[src/rtl/i2c_master_read_bit.sv]
// Bit-level I2C master receiver: drives one SCL pulse with SDA released,
// samples SDA mid-high and reports the bit plus bus-error / stretch-timeout.
module i2c_master_read_bit #(
  parameter int QUARTER     = 5,
  parameter int STRETCH_MAX = 1000
) (
  input  logic clock,
  input  logic reset_n,
  input  logic go,
  input  logic scl_in,
  input  logic sda_in,
  output logic finish,
  output logic data,
  output logic error,
  output logic scl,
  output logic sda
);

  typedef enum logic [2:0] {
    IDLE,
    LOW,
    HIGH_WAIT,
    HIGH,
    DONE
  } state_e;

  localparam int          SW           = (STRETCH_MAX > 1) ? $clog2(STRETCH_MAX) : 1;
  localparam logic [8:0]  PHASE_LAST   = 9'(2 * QUARTER - 1);
  localparam logic [8:0]  SAMPLE_AT    = 9'(QUARTER);
  localparam logic [SW-1:0] STRETCH_LAST = SW'(STRETCH_MAX - 1);

  state_e          state_q, state_d;
  logic [8:0]      phase_q, phase_d;
  logic [SW-1:0]   stretch_q, stretch_d;
  logic            scl_q, scl_d;
  logic            data_q, data_d;
  logic            error_q, error_d;
  logic            ref_q, ref_d;
  logic            mismatch;

  // State and datapath registers; reset releases SCL and drops any partial bit
  always_ff @(posedge clock or negedge reset_n) begin
    if (!reset_n) begin
      state_q   <= IDLE;
      phase_q   <= '0;
      stretch_q <= '0;
      scl_q     <= 1'b1;
      data_q    <= 1'b0;
      error_q   <= 1'b0;
      ref_q     <= 1'b1;
    end else begin
      state_q   <= state_d;
      phase_q   <= phase_d;
      stretch_q <= stretch_d;
      scl_q     <= scl_d;
      data_q    <= data_d;
      error_q   <= error_d;
      ref_q     <= ref_d;
    end
  end

  // Next-state logic: low phase, wait for released SCL, high phase, handshake
  always_comb begin
    state_d = state_q;
    case (state_q)
      IDLE:      if (go) state_d = LOW;
      LOW:       if (phase_q == PHASE_LAST) state_d = HIGH_WAIT;
      HIGH_WAIT: begin
        if (scl_in)                         state_d = HIGH;
        else if (stretch_q == STRETCH_LAST) state_d = DONE;
      end
      HIGH:      if (phase_q == PHASE_LAST) state_d = DONE;
      DONE:      if (!go) state_d = IDLE;
      default:   state_d = IDLE;
    endcase
  end

  // Counters, SCL drive, SDA reference capture, sampling and error detection
  always_comb begin
    phase_d   = phase_q;
    stretch_d = stretch_q;
    scl_d     = scl_q;
    data_d    = data_q;
    error_d   = error_q;
    ref_d     = ref_q;
    mismatch  = (state_q == HIGH) && (phase_q != 9'd0) && (sda_in != ref_q);
    case (state_q)
      IDLE: begin
        if (go) begin
          phase_d   = '0;
          stretch_d = '0;
          data_d    = 1'b0;
          error_d   = 1'b0;
          scl_d     = 1'b0;
        end
      end
      LOW: begin
        if (phase_q == PHASE_LAST) begin
          phase_d = '0;
          scl_d   = 1'b1;
        end else begin
          phase_d = phase_q + 9'd1;
        end
      end
      HIGH_WAIT: begin
        if (!scl_in) begin
          if (stretch_q == STRETCH_LAST) error_d = 1'b1;
          else                           stretch_d = stretch_q + 1'b1;
        end
      end
      HIGH: begin
        if (phase_q == 9'd0) ref_d = sda_in;
        if (mismatch) error_d = 1'b1;
        if (phase_q == SAMPLE_AT) data_d = (error_q || mismatch) ? 1'b0 : sda_in;
        if (phase_q == PHASE_LAST) begin
          phase_d = '0;
          scl_d   = 1'b0;
        end else begin
          phase_d = phase_q + 9'd1;
        end
      end
      default: ;
    endcase
  end

  // Outputs: finish is decoded from DONE, SDA is never driven low by a reader
  always_comb begin
    finish = (state_q == DONE);
    data   = data_q;
    error  = error_q;
    scl    = scl_q;
    sda    = 1'b1;
  end

endmodule
[config.mk]
export PLATFORM = sky130hd
export DESIGN_NAME = i2c_master_read_bit
export DESIGN_NICKNAME = d
export VERILOG_FILES = /design/src/rtl/i2c_master_read_bit.sv
export SDC_FILE = /design/constraint.sdc
export NUM_CORES = 1
export LEC_CHECK = 0
export BUFFER_PORTS_ARGS = -buffer_cell sky130_fd_sc_hd__buf_2
export CAP_MARGIN = 20
export CORE_ASPECT_RATIO = 0.8
export CORE_UTILIZATION = 45
export DETAILED_ROUTE_END_ITERATION = 7
export GPL_TIMING_DRIVEN = 0
export HOLD_SLACK_MARGIN = 0.03
export PLACE_DENSITY = 0.64
export SYNTH_ARGS = -nofsm -noshare
export SYNTH_HDL_FRONTEND = slang
export SYNTH_SLANG_ARGS = --single-unit
export TNS_END_PERCENT = 5
[constraint.sdc]
create_clock -name clock -period 1.7 [get_ports clock]
set_clock_uncertainty 0.2 [all_clocks]
set_input_delay 0 -clock clock [delete_from_list [all_inputs] [get_ports clock]]
set_output_delay 0 -clock clock [all_outputs]
set_load 0.03 [all_outputs]
Yosys cells after proc, flatten, opt, wreduce, memory -nomap -nowiden --
Index checks and enable logic that the tools add are counted. Widths: inputs -> output; s select.
Cells by class: add/sub/neg operators 2, eq/ne operators 18, muxes and demuxes 25, reduce and logical (&&, ||, !) cells 19
Operator list (number):
- $mux 10 | 3
- $pmux 10 s2 | 1
- $mux 3 | 6
- $mux 9 | 2
- $pmux 9 s2 | 1
- $ne 2x2->1 const B | 8
- $pmux 3 s5 | 1
- $add 10x1->10 const B | 1
- $eq 10x10->1 const B | 1
- $reduce_and 5->1 | 2
- $add 9x1->9 const B | 1
- $eq 9x3->1 const B | 1
- $eq 9x4->1 const B | 1
- $logic_not 9->1 | 1
- $reduce_bool 9->1 | 1
- $mux 1 | 8
- $reduce_and 4->1 | 2
- $eq 3x2->1 const B | 2
- $pmux 1 s3 | 2
- $reduce_bool 2->1 | 3
- $reduce_bool 3->1 | 2
- $reduce_and 2->1 | 2
- $eq 3x1->1 const B | 1
- $eq 3x3->1 const B | 1
- other kinds (9) | 10
Storage, ports and cells: bits in registers 26, input bits 5, output and inout port bits 5, word-level logic and storage cells 71

Depth between registers and ports, before layout --
Gate-level depths: netlist (run 1).
word-level depth 7, depth in mapped cells 7, mapped depth without buffers 6

Worst setup path after synthesis (run 1) --
Ideal clock, no wire load.
path type register to register, from reg stretch_q[0], to reg state_q[1], library setup time 0.139 ns, arrival 1.390 ns, required time 1.361 ns, path slack -0.030 ns, stages on the path, launching flop included 6, buffers on the path 0, period minus slack after synthesis 1.730 ns, path through dfrtp_1 -> ha_1 -> nand2_1 -> or4_1 -> nor3b_1 -> o221ai_1
Between the ends: longest elaborated chain between the ends 3
Ends and longest elaborated chain:
- start: declaration | RTL line 34 | logic [SW-1:0] stretch_q, stretch_d;
- start signal: assignment | RTL line 54 | stretch_q <= stretch_d;
- $eq 10x10->1 | RTL line 70 | else if (stretch_q == STRETCH_LAST) state_d = DONE;
- $ne 3x3->1 (no line)
- $reduce_and 5->1 (no line)
- end signal: assignment | RTL line 52 | state_q <= state_d;
- end: declaration | RTL line 32 | state_e state_q, state_d;
No other way between the ends. A chain may end at the register's enable or synchronous reset.

Worst setup path in the final report (run 1) --
from reg state_q[1], to reg stretch_q[8]
Between the ends: longest elaborated chain between the ends 3, elaborated cells between the ends (all ways) 8, classes of those cells eq/ne (4); mux (1); reduce/logical (3)
Ends and longest elaborated chain:
- $eq 3x2->1 / $logic_not 3->1 (equally long branches) | RTL line 87 | case (state_q)
- $ne 2x2->1 (no line) / $reduce_bool 2->1 (equally long branches)
- $reduce_and 4->1 (no line)
Several ways; a longest one is shown, not always the timed one.

==> results by stage, run 1 <==
Layout:
- The count of fill cells added during filler insertion is approximately 270.
- The count of nets after finishing is 218.
- Leaving out filler cells and counting taps, the final layout contains 250.
- The post-route netlist has roughly 37% of its cells at a drive strength greater than 1.
- The area of combinational cells with multiple inputs is between 1000 and 1500 sq um.
- Compared with the post-synthesis result, the final layout area differs by 33.2%.
- The final antenna diode count is 0.
- The area taken by flip-flops and latches is between 600 and 700 sq um.
- The utilization of the core after routing is 62.9%.

Outcome:
- The flow ran to the end, but the final reports show violations.
- The final reports fail on setup timing.

Worst setup path:
- The critical path in this run is classified as register to register.
- For the worst flop-to-flop path, the logic depth is 5.
- The endpoint identified for the worst register-to-register timing path is stretch_q[8].
- The worst setup path is launched from a register.
- The setup slack of the most critical reg-to-reg path is -50 ps.
- The required time reported for the critical path endpoint is about 1700 ps.
- STA classifies the critical path endpoint as a register.
- For the worst setup path, the data arrival time is 1760 ps.
- In this run the worst path has a maximum fanout of 7.
- The origin of the critical flop-to-flop path is state_q[1].

Clock network:
- The number of levels the H-tree was split into is 1.
- At the later pin of the worst-skew pair, clock insertion delay measures 270 ps.
- The clock transition time at the flip-flop clock pins of the worst setup and hold paths is around 90 ps.
- The clock drives 26 sinks.
- The deepest clock path buffer count is 2.
- The clock tree from TritonCTS is built.
- Clock tree synthesis selected as its root buffer the cell sky130_fd_sc_hd__clkbuf_8.
- The number of CTS-inserted buffers is 3.

STA:
- The number of max-slew violations in the final report was 0.
- Of the available clock period, the critical path in the final layout requires 103%.
- The worst path setup slack after routing is -50.7 ps.
- Based on the critical path, the design can be clocked at up to 0.571 GHz.
- The hold violation total from the final report is 0.
- At the pin with the least slew margin, the transition time is between 500 and 600 ps.
- Counting I/O delays and the setup requirement, the final critical path takes 1750 ps.
- Setup violations remaining at the end of the flow were counted as 13.
- Setup repair after global routing could not meet its margin everywhere.
- Headroom to the max-slew limit came out at 60.0%.
- In the final timing run, aggregate negative setup slack is -320 ps.

Die:
- The area enclosed by the die boundary is 3860 sq um.
- The die is between 60 and 70 microns wide.
- The number of rows created at floorplan is 19.
- The die is between 50 and 60 microns tall.
- The core area is 3450 sq um.
- The total I/O pin count is 10.
- The initial utilization of the core area, before any placement, comes to 47.2%.

Yosys:
- Averaged over all synthesized cells, the footprint is about 9.5 sq um.
- The number of flip-flops and latches in the synthesized netlist is 26.
- During synthesis, Yosys emitted a total of 0 warnings.
- Ranked by total cell area, the synthesized netlist is headed by sky130_fd_sc_hd__dfrtp_1 (37%), sky130_fd_sc_hd__mux2i_1 (4.9%), sky130_fd_sc_hd__nand3_1 (4.9%), sky130_fd_sc_hd__a21oi_1 (3.4%), sky130_fd_sc_hd__dfstp_2 (3.2%).
- The commonest register cell after synthesis is sky130_fd_sc_hd__dfrtp_1.
- The number of distinct library cell variants in the gate-level netlist after synthesis is 48.
- The async set or reset register ratio after synthesis is 100%.
- The share of the synthesized area in the top cell type is 36.9%.
- The sequential fraction of the synthesis area is about two fifths.
- After technology mapping, the gate count stands at between 150 and 200.
- The number of flops mapped to enable cells by yosys is 0.
- The cell area after synthesis is 1630 sq um.
- The synthesized net count is 180.
- The largest area contributor in the synthesized netlist is sky130_fd_sc_hd__dfrtp_1.

Routing:
- In this run, the number of DRC markers left after iteration 0 of detailed routing was 104.
- The number of nets with antenna violations after routing is 0.
- The first-pass iteration count of the detailed router is 4.
- The total via count after detailed routing is 1417.
- The final routed DRC violation total is 0.
- The total detailed-routing wirelength is 3.82 mm.
- After detailed routing, the number of vias per cell comes to 5.67.
- The average detailed-routed wire length per instance is 15.3 microns.

Pwr:
- Summed over all nets, the switching power comes to 1.33 mW.
- Across the VDD grid, the largest voltage drop is between 0.0008 and 0.0009 V.
- The internal portion of the total power is roughly 1.9 mW.
- Summed over all cells, the static leakage comes to 0.921 nW.
- The power per cell area is 1480 nW/um^2.
- The fraction of power spent switching nets is 41.5%.
- The share of power burned in the clock network is between 10% and 20%.
- Registers are responsible for ~31% of the overall power.
- Of the total power, combinational logic draws 56.6%.

Job:
- Max-cap violations in this run came to 0.

Global route:
- The first global-routing pass estimated 6.27 mm of wire.
- The via count of the first global-routing pass is 1290.
- The maximum number of pins on one net before global-route repair is 27.
- The all-layer global routing usage is between 20% and 30%.
- The number of antenna violations at the first check in global routing is 0.
- The total overflow left after global routing is 0.

Worst hold path:
- In this run the worst hold path is classified as primary input to asynchronous set/reset pin.

Place:
- The number of instances in the placed design is 221.
- The final HPWL from detailed placement is 2.30 mm.
- The routability-driven placement congestion ratio is 0.829.
- The number of buffers added on ports is 8.
==> kinds of logic after synthesis <==
logic type	after synthesis	synth area share [%]
AO/OA/AOI/OAI	36	15.6
XOR/XNOR	3	1.61
adder cells (fa/ha/maj)	4	3.07
buffers and inverters	17	5.23
flip-flops	26	40.1
multiplexers	9	5.61
other	1	0.230
AND/OR/NAND/NOR	75	28.5
==> placed cells by master, fill, tap and decap left out, types with 2 or more instances in the layout <==
| cell | n |
|---|---|
| sky130_fd_sc_hd__nand2_1 | 12 |
| sky130_fd_sc_hd__inv_1 | 8 |
| sky130_fd_sc_hd__nand3_2 | 3 |
| sky130_fd_sc_hd__or3_1 | 2 |
| sky130_fd_sc_hd__or4_1 | 2 |
| sky130_fd_sc_hd__nor3_1 | 3 |
| sky130_fd_sc_hd__xnor2_1 | 2 |
| sky130_fd_sc_hd__clkbuf_8 | 4 |
| sky130_fd_sc_hd__and4b_1 | 2 |
| sky130_fd_sc_hd__buf_4 | 21 |
| sky130_fd_sc_hd__dlygate4sd3_1 | 4 |
| sky130_fd_sc_hd__ha_4 | 2 |
| sky130_fd_sc_hd__or3_4 | 2 |
| sky130_fd_sc_hd__nor3b_4 | 2 |
| sky130_fd_sc_hd__o31ai_1 | 3 |
| sky130_fd_sc_hd__nand3_1 | 13 |
| sky130_fd_sc_hd__mux2i_1 | 8 |
| sky130_fd_sc_hd__dfstp_2 | 2 |
| sky130_fd_sc_hd__and2_1 | 2 |
| sky130_fd_sc_hd__a22o_1 | 2 |
| sky130_fd_sc_hd__ha_1 | 2 |
| sky130_fd_sc_hd__nand2b_1 | 2 |
| sky130_fd_sc_hd__nand4_1 | 3 |
| sky130_fd_sc_hd__a21oi_2 | 6 |
| sky130_fd_sc_hd__a21oi_1 | 5 |
| sky130_fd_sc_hd__dfrtp_1 | 22 |
| sky130_fd_sc_hd__nor2b_1 | 2 |
| sky130_fd_sc_hd__o21ai_1 | 2 |
| sky130_fd_sc_hd__o21ai_0 | 6 |
| sky130_fd_sc_hd__buf_2 | 10 |
| sky130_fd_sc_hd__and3_1 | 6 |
| sky130_fd_sc_hd__buf_6 | 6 |
| sky130_fd_sc_hd__dfrtp_2 | 2 |
| sky130_fd_sc_hd__a211oi_1 | 3 |
| sky130_fd_sc_hd__nor2_1 | 5 |
| sky130_fd_sc_hd__nor2b_2 | 2 |
==> critical path, cell delays in order (launching register included) <==
cell	delay (ps)
sky130_fd_sc_hd__dfrtp_1	380
sky130_fd_sc_hd__buf_6	140
sky130_fd_sc_hd__and2b_4	210
sky130_fd_sc_hd__o211ai_4	100
sky130_fd_sc_hd__or4_1	530
sky130_fd_sc_hd__a21oi_2	140
==> per-layer routing <==
metal | vias up | wire, microns | GRT usage, %
met3 | 2 | 134 | 4.35
met1 | 688 | 1910 | 30.5
met2 | 27 | 1750 | 30.8
met4 | 0 | 19 | 2.92
met5 | - | 0 | 0
li1 | 700 | - | -
==> Yosys cell counts, types with 4 or more instances <==
| library cell | number |
|---|---|
| sky130_fd_sc_hd__a21oi_1 | 11 |
| sky130_fd_sc_hd__and3_1 | 6 |
| sky130_fd_sc_hd__buf_2 | 5 |
| sky130_fd_sc_hd__dfrtp_1 | 24 |
| sky130_fd_sc_hd__ha_1 | 4 |
| sky130_fd_sc_hd__inv_1 | 9 |
| sky130_fd_sc_hd__mux2i_1 | 8 |
| sky130_fd_sc_hd__nand2_1 | 13 |
| sky130_fd_sc_hd__nand3_1 | 16 |
| sky130_fd_sc_hd__nor2_1 | 5 |
| sky130_fd_sc_hd__nor2b_1 | 5 |
| sky130_fd_sc_hd__nor3_1 | 4 |
| sky130_fd_sc_hd__o21ai_0 | 7 |
| sky130_fd_sc_hd__or3_1 | 4 |
==> per-stage QoR <==
stage | setup WS [ps] | power [mW] | hold slack, ps | instance area, sq um
6_report | -50.7 | 3.21 | 64.4 | 2170
5_1_grt | -141 | 3.43 | 135 | 2170
4_1_cts | -53.7 | 2.91 | 91.7 | 2030
3_5_place_dp | -240 | 2.18 | -160 | 1730
3_3_place_gp | -221 | 2.15 | -158 | 1730
2_1_floorplan | -14.7 | 1.91 | -496 | 1640
==> power groups by stage <==
stage / Combinational [mW] / Sequential [mW] / Clock (mW)
floorplan: 0.921 / 0.989 / 0
detailed placement: 1.20 / 0.979 / 0
CTS: 1.53 / 0.965 / 0.412
global route: 1.97 / 1.02 / 0.436
finish: 1.82 / 0.988 / 0.403
global placement: 1.18 / 0.971 / 0
==> final cells by class <==
type	instances	share of cell area [%]
Tap cell	42	2.42
Clock buffer	4	2.54
Sequential cell	26	30.2
Buffer	8	3.23
Timing Repair Buffer	33	11.3
Inverter	9	1.56
Multi-Input combinational cell	128	48.7
==> worst max-delay path by stage <==
stage                     startpoint           end  slack (ps)  cells after the start
final                     state_q[1]  stretch_q[8]         -50                      5
after global routing      phase_q[1]    phase_q[8]        -140                      7
after CTS                 phase_q[0]    state_q[1]         -50                      5
after detailed placement  phase_q[1]    phase_q[8]        -240                      7
after global placement    phase_q[0]    phase_q[8]        -220                      6
after floorplan           phase_q[0]    phase_q[8]         -10                      6
==> sequential cells by signal (all words and copies together) (netlist names) <==
| signal | flops |
|---|---|
| error | 1 |
| state_q | 3 |
| ref_q | 1 |
| data | 1 |
| scl | 1 |
| stretch_q | 10 |
| phase_q | 9 |
==> what timing repair did <==
action | in CTS | in global routing
gates resized for setup | 21 | 22
hold buffers | 4 | 0
setup buffers | 14 | 6
endpoints found under the setup margin | 22 | 25
endpoints found under the hold margin | 34 | 0
cloned | 0 | 1
pin swaps | 15 | 8
Power figures use the tool's default switching activity.
==> run 2: changes to the inputs <==
--- a/config.mk
+++ b/config.mk
@@ -12,7 +12,6 @@
 export DETAILED_ROUTE_END_ITERATION = 7
 export GPL_TIMING_DRIVEN = 0
 export HOLD_SLACK_MARGIN = 0.03
-export PLACE_DENSITY = 0.64
 export SYNTH_ARGS = -nofsm -noshare
 export SYNTH_HDL_FRONTEND = slang
 export SYNTH_SLANG_ARGS = --single-unit
==> results by stage, run 2 (same netlist as run 1, synthesis figures left out) <==
Outcome:
- The run finished, with violations left.
- The checks that failed: setup timing.

Global route:
- The via count of the first global-routing pass is approximately 1300.
- The all-layer global routing usage is about a fifth.
- The wire length of the first global-routing pass is 6.15 mm.
- Entering global routing, the biggest net connects 27 pins.
- For this run the aggregate overflow at the end of global routing stands at 0.
- The number of antenna violations at the first check in global routing is 0.

Worst setup path:
- The cell with the largest stage delay on the worst path is sky130_fd_sc_hd__dfrtp_2.
- The launching element type of the critical path is a register.
- The critical path starts at phase_q[0].
- The critical path class is register to register.
- Traced cell by cell, the critical path runs through ha_4 -> nor3b_4 -> buf_6 -> a31oi_4 -> buf_4 -> nand2_1 -> mux2i_1.
- The worst register-to-register path begins at phase_q[0].
- In this run the worst path has a maximum fanout of 5.
- The worst setup path is captured at a register.
- STA puts the critical path data arrival time at 1800 ps.
- The required time reported for the critical path endpoint is 1700 ps.
- The delay of the slowest cell on the worst path is approximately 450 ps.
- The number of cells on the worst reg-to-reg path is 7.

Layout:
- The count of fill cells added during filler insertion is 304.
- The repair_antennas step left the layout with diodes totalling 0.
- The area of combinational cells with multiple inputs is 1040 sq um.
- The largest registers in the layout are stretch_q: 10 flops, phase_q: 9 flops, state_q: 3 flops.
- The share of layout cells above drive strength 1 is 36.0%.
- Relative to the synthesized area, the layout overhead comes to 29.8%.
- The utilization of the core after routing is 61.3%.
- The count of nets after finishing is 213.
- The library cell used most frequently in the layout, excluding fill and tap cells, is sky130_fd_sc_hd__dfrtp_1.
- The largest register by flop count is stretch_q.
- The top cell types in the final layout, fill and taps aside, are sky130_fd_sc_hd__dfrtp_1 (22), sky130_fd_sc_hd__buf_4 (16), sky130_fd_sc_hd__nand3_1 (14).
- The area taken by flip-flops and latches is 656 sq um.
- The register with the most flip-flops in the layout has 10 of them.

Clock network:
- TritonCTS built the clock tree.
- No sink is reached through more buffers than the 2 on the longest clock path.
- The clock sink count is 26.
- The clock transition time at the flip-flop clock pins of the worst setup and hold paths is roughly 90 ps.
- The CTS root buffer is sky130_fd_sc_hd__clkbuf_8.
- The clock network latency to the later pin of the worst-skew pair is 280 ps.
- TritonCTS created 3 clock buffers.
- The number of levels the H-tree was split into is 1.

Pwr:
- In this run, the clock network consumes between 10% and 20% of the power.
- Net switching is 41.7% of the power.
- Dividing total power by cell area gives a power density of 1500 nW/um^2.
- The cell-internal power is roughly 1.8 mW.
- In this run the static leakage power is 0.878 nW.
- The sequential share of power is a little under a third.
- VDD sags by at most 0.000836 V.
- The switching power is between 1 and 1.5 mW.
- Per report_power, the combinational group accounts for a little under three fifths of the total.

STA:
- The routed design could run at a clock period as short as 1800 ps.
- In this run the tightest slew margin relative to its limit is 60.3%.
- For the pin with the worst max-slew slack, the measured transition is 595 ps.
- Based on the critical path, the design can be clocked at up to 0.556 GHz.
- The hold violation total from the final report came to 0.
- The number of max-slew violations in the final report was 0.
- Of the available clock period, the critical path in the final layout requires 106%.
- Setup repair after global routing could not meet its margin everywhere.
- The worst path setup slack after routing is -98.5 ps.
- Final hold analysis gives a worst-case slack of 31.8 ps.
- The final setup violation count is 16.

Place:
- Routability-driven placement finished with a final weighted congestion of 0.813.
- During placement, the flow inserted port buffers numbering 8.
- The HPWL after detailed placement is 2.42 mm.

Routing:
- The number of nets with antenna violations after routing is 0.
- In the final routed layout, each cell accounts on average for 15.3 microns.
- The final routed DRC violation total is 0.
- Using the TritonRoute via totals, the vias-per-cell ratio works out to between 5 and 6.
- In this run, the number of DRC markers left after iteration 0 of detailed routing was 87.
- Across all layers, the routed design uses 1404 vias.
- The first-pass iteration count of the detailed router is 4.
- The total detailed-routing wirelength is 3.75 mm.

Die:
- The die span in y is around 56 microns.
- The width of the die is 69.2 microns.
- The core region is approximately 3400 sq um.
- The total I/O pin count is 10.
- Once the floorplan was initialized, standard cells occupied between 40% and 50% of the core.
- The number of rows created at floorplan is 19.
- The area enclosed by the die boundary is between 3000 and 4000 sq um.

Worst hold path:
- The startpoint of the tightest hold check path is go.
- The min-delay analysis places its worst path in the category primary input to register.
- Counting instances, the worst hold path has a depth of 4.

Job:
- Across the run, the number of max-cap violations was 0.
==> run 2: changes by cell type in the layout (fill, tap and decap cells not counted), moves of 2 or more <==
cell	before	now
sky130_fd_sc_hd__a21oi_1	5	7
sky130_fd_sc_hd__a21oi_2	6	4
sky130_fd_sc_hd__and3_1	6	4
sky130_fd_sc_hd__and3_4	0	2
sky130_fd_sc_hd__buf_4	21	16
sky130_fd_sc_hd__o21ai_0	6	3
sky130_fd_sc_hd__o21ai_2	0	2
sky130_fd_sc_hd__or3_1	2	4
sky130_fd_sc_hd__or3_4	2	0
==> run 2: final cells by class <==
class	instances	share of cell area [%]
Buffer	8	3.32
Tap cell	42	2.49
Multi-Input combinational cell	128	49.3
Sequential cell	26	31.0
Inverter	9	1.60
Clock buffer	4	2.61
Timing Repair Buffer	28	9.71
==> run 2: routing by layer <==
layer	track usage (%)	vias up	part of all wire, %	routed length, microns
met5	0	-	0	0
met4	4.08	0	0.85	32
met3	4.17	7	3.6	136
met2	28.8	33	43	1610
met1	30.0	676	53	1980
li1	-	688	-	-
==> run 2: what timing repair did <==
| item | 4_1_cts | 5_1_grt |
|---|---|---|
| hold endpoints to repair | 31 | 0 |
| pin swaps | 9 | 13 |
| gates resized for setup | 15 | 30 |
| hold buffers | 3 | 0 |
| endpoints found under the setup margin | 22 | 25 |
| gates cloned | 0 | 1 |
| setup buffers | 9 | 7 |
==> run 2: per-stage QoR <==
| stage | total power [mW] | std cells | TNS, ps | setup WS, ps | area (sq um) |
|---|---|---|---|---|---|
| final | 3.17 | 245 | -662 | -98.5 | 2110 |
| after global routing | 3.40 | 245 | -2200 | -153 | 2110 |
| after CTS | 2.87 | 237 | -382 | -63.3 | 1960 |
| after detailed placement | 2.20 | 221 | -2480 | -240 | 1730 |
| after global placement | 2.17 | 221 | -2180 | -235 | 1730 |
| after floorplan | 1.91 | 171 | -14.7 | -14.7 | 1640 |
==> run 2: power by group through the flow <==
| stage | logic (mW) | clock network (mW) | registers, mW |
|---|---|---|---|
| global placement | 1.19 | 0 | 0.974 |
| finish | 1.78 | 0.406 | 0.985 |
| CTS | 1.48 | 0.420 | 0.972 |
| global route | 1.94 | 0.447 | 1.01 |
| detailed placement | 1.22 | 0 | 0.985 |
| floorplan | 0.921 | 0 | 0.989 |
==> run 2: worst max-delay path, delay by kind of cell (launching register included) <==
| kind | cells | cell delay, ps |
|---|---|---|
| flops | 1 | 450 |
| buf+inv | 2 | 320 |
| compound gates | 1 | 240 |
| simple gates | 2 | 200 |
| fa+ha+maj | 1 | 170 |
| mux | 1 | 140 |
==> run 2: worst paths after layout <==
kind	slack (ps)	end
worst max-delay path	-100	phase_q[5]
worst min-delay path	30	stretch_q[0]
worst max register to register	-100	phase_q[5]
worst min register to register	320	scl
max in group asynchronous	810	phase_q[0]
min in group asynchronous	50	stretch_q[8]
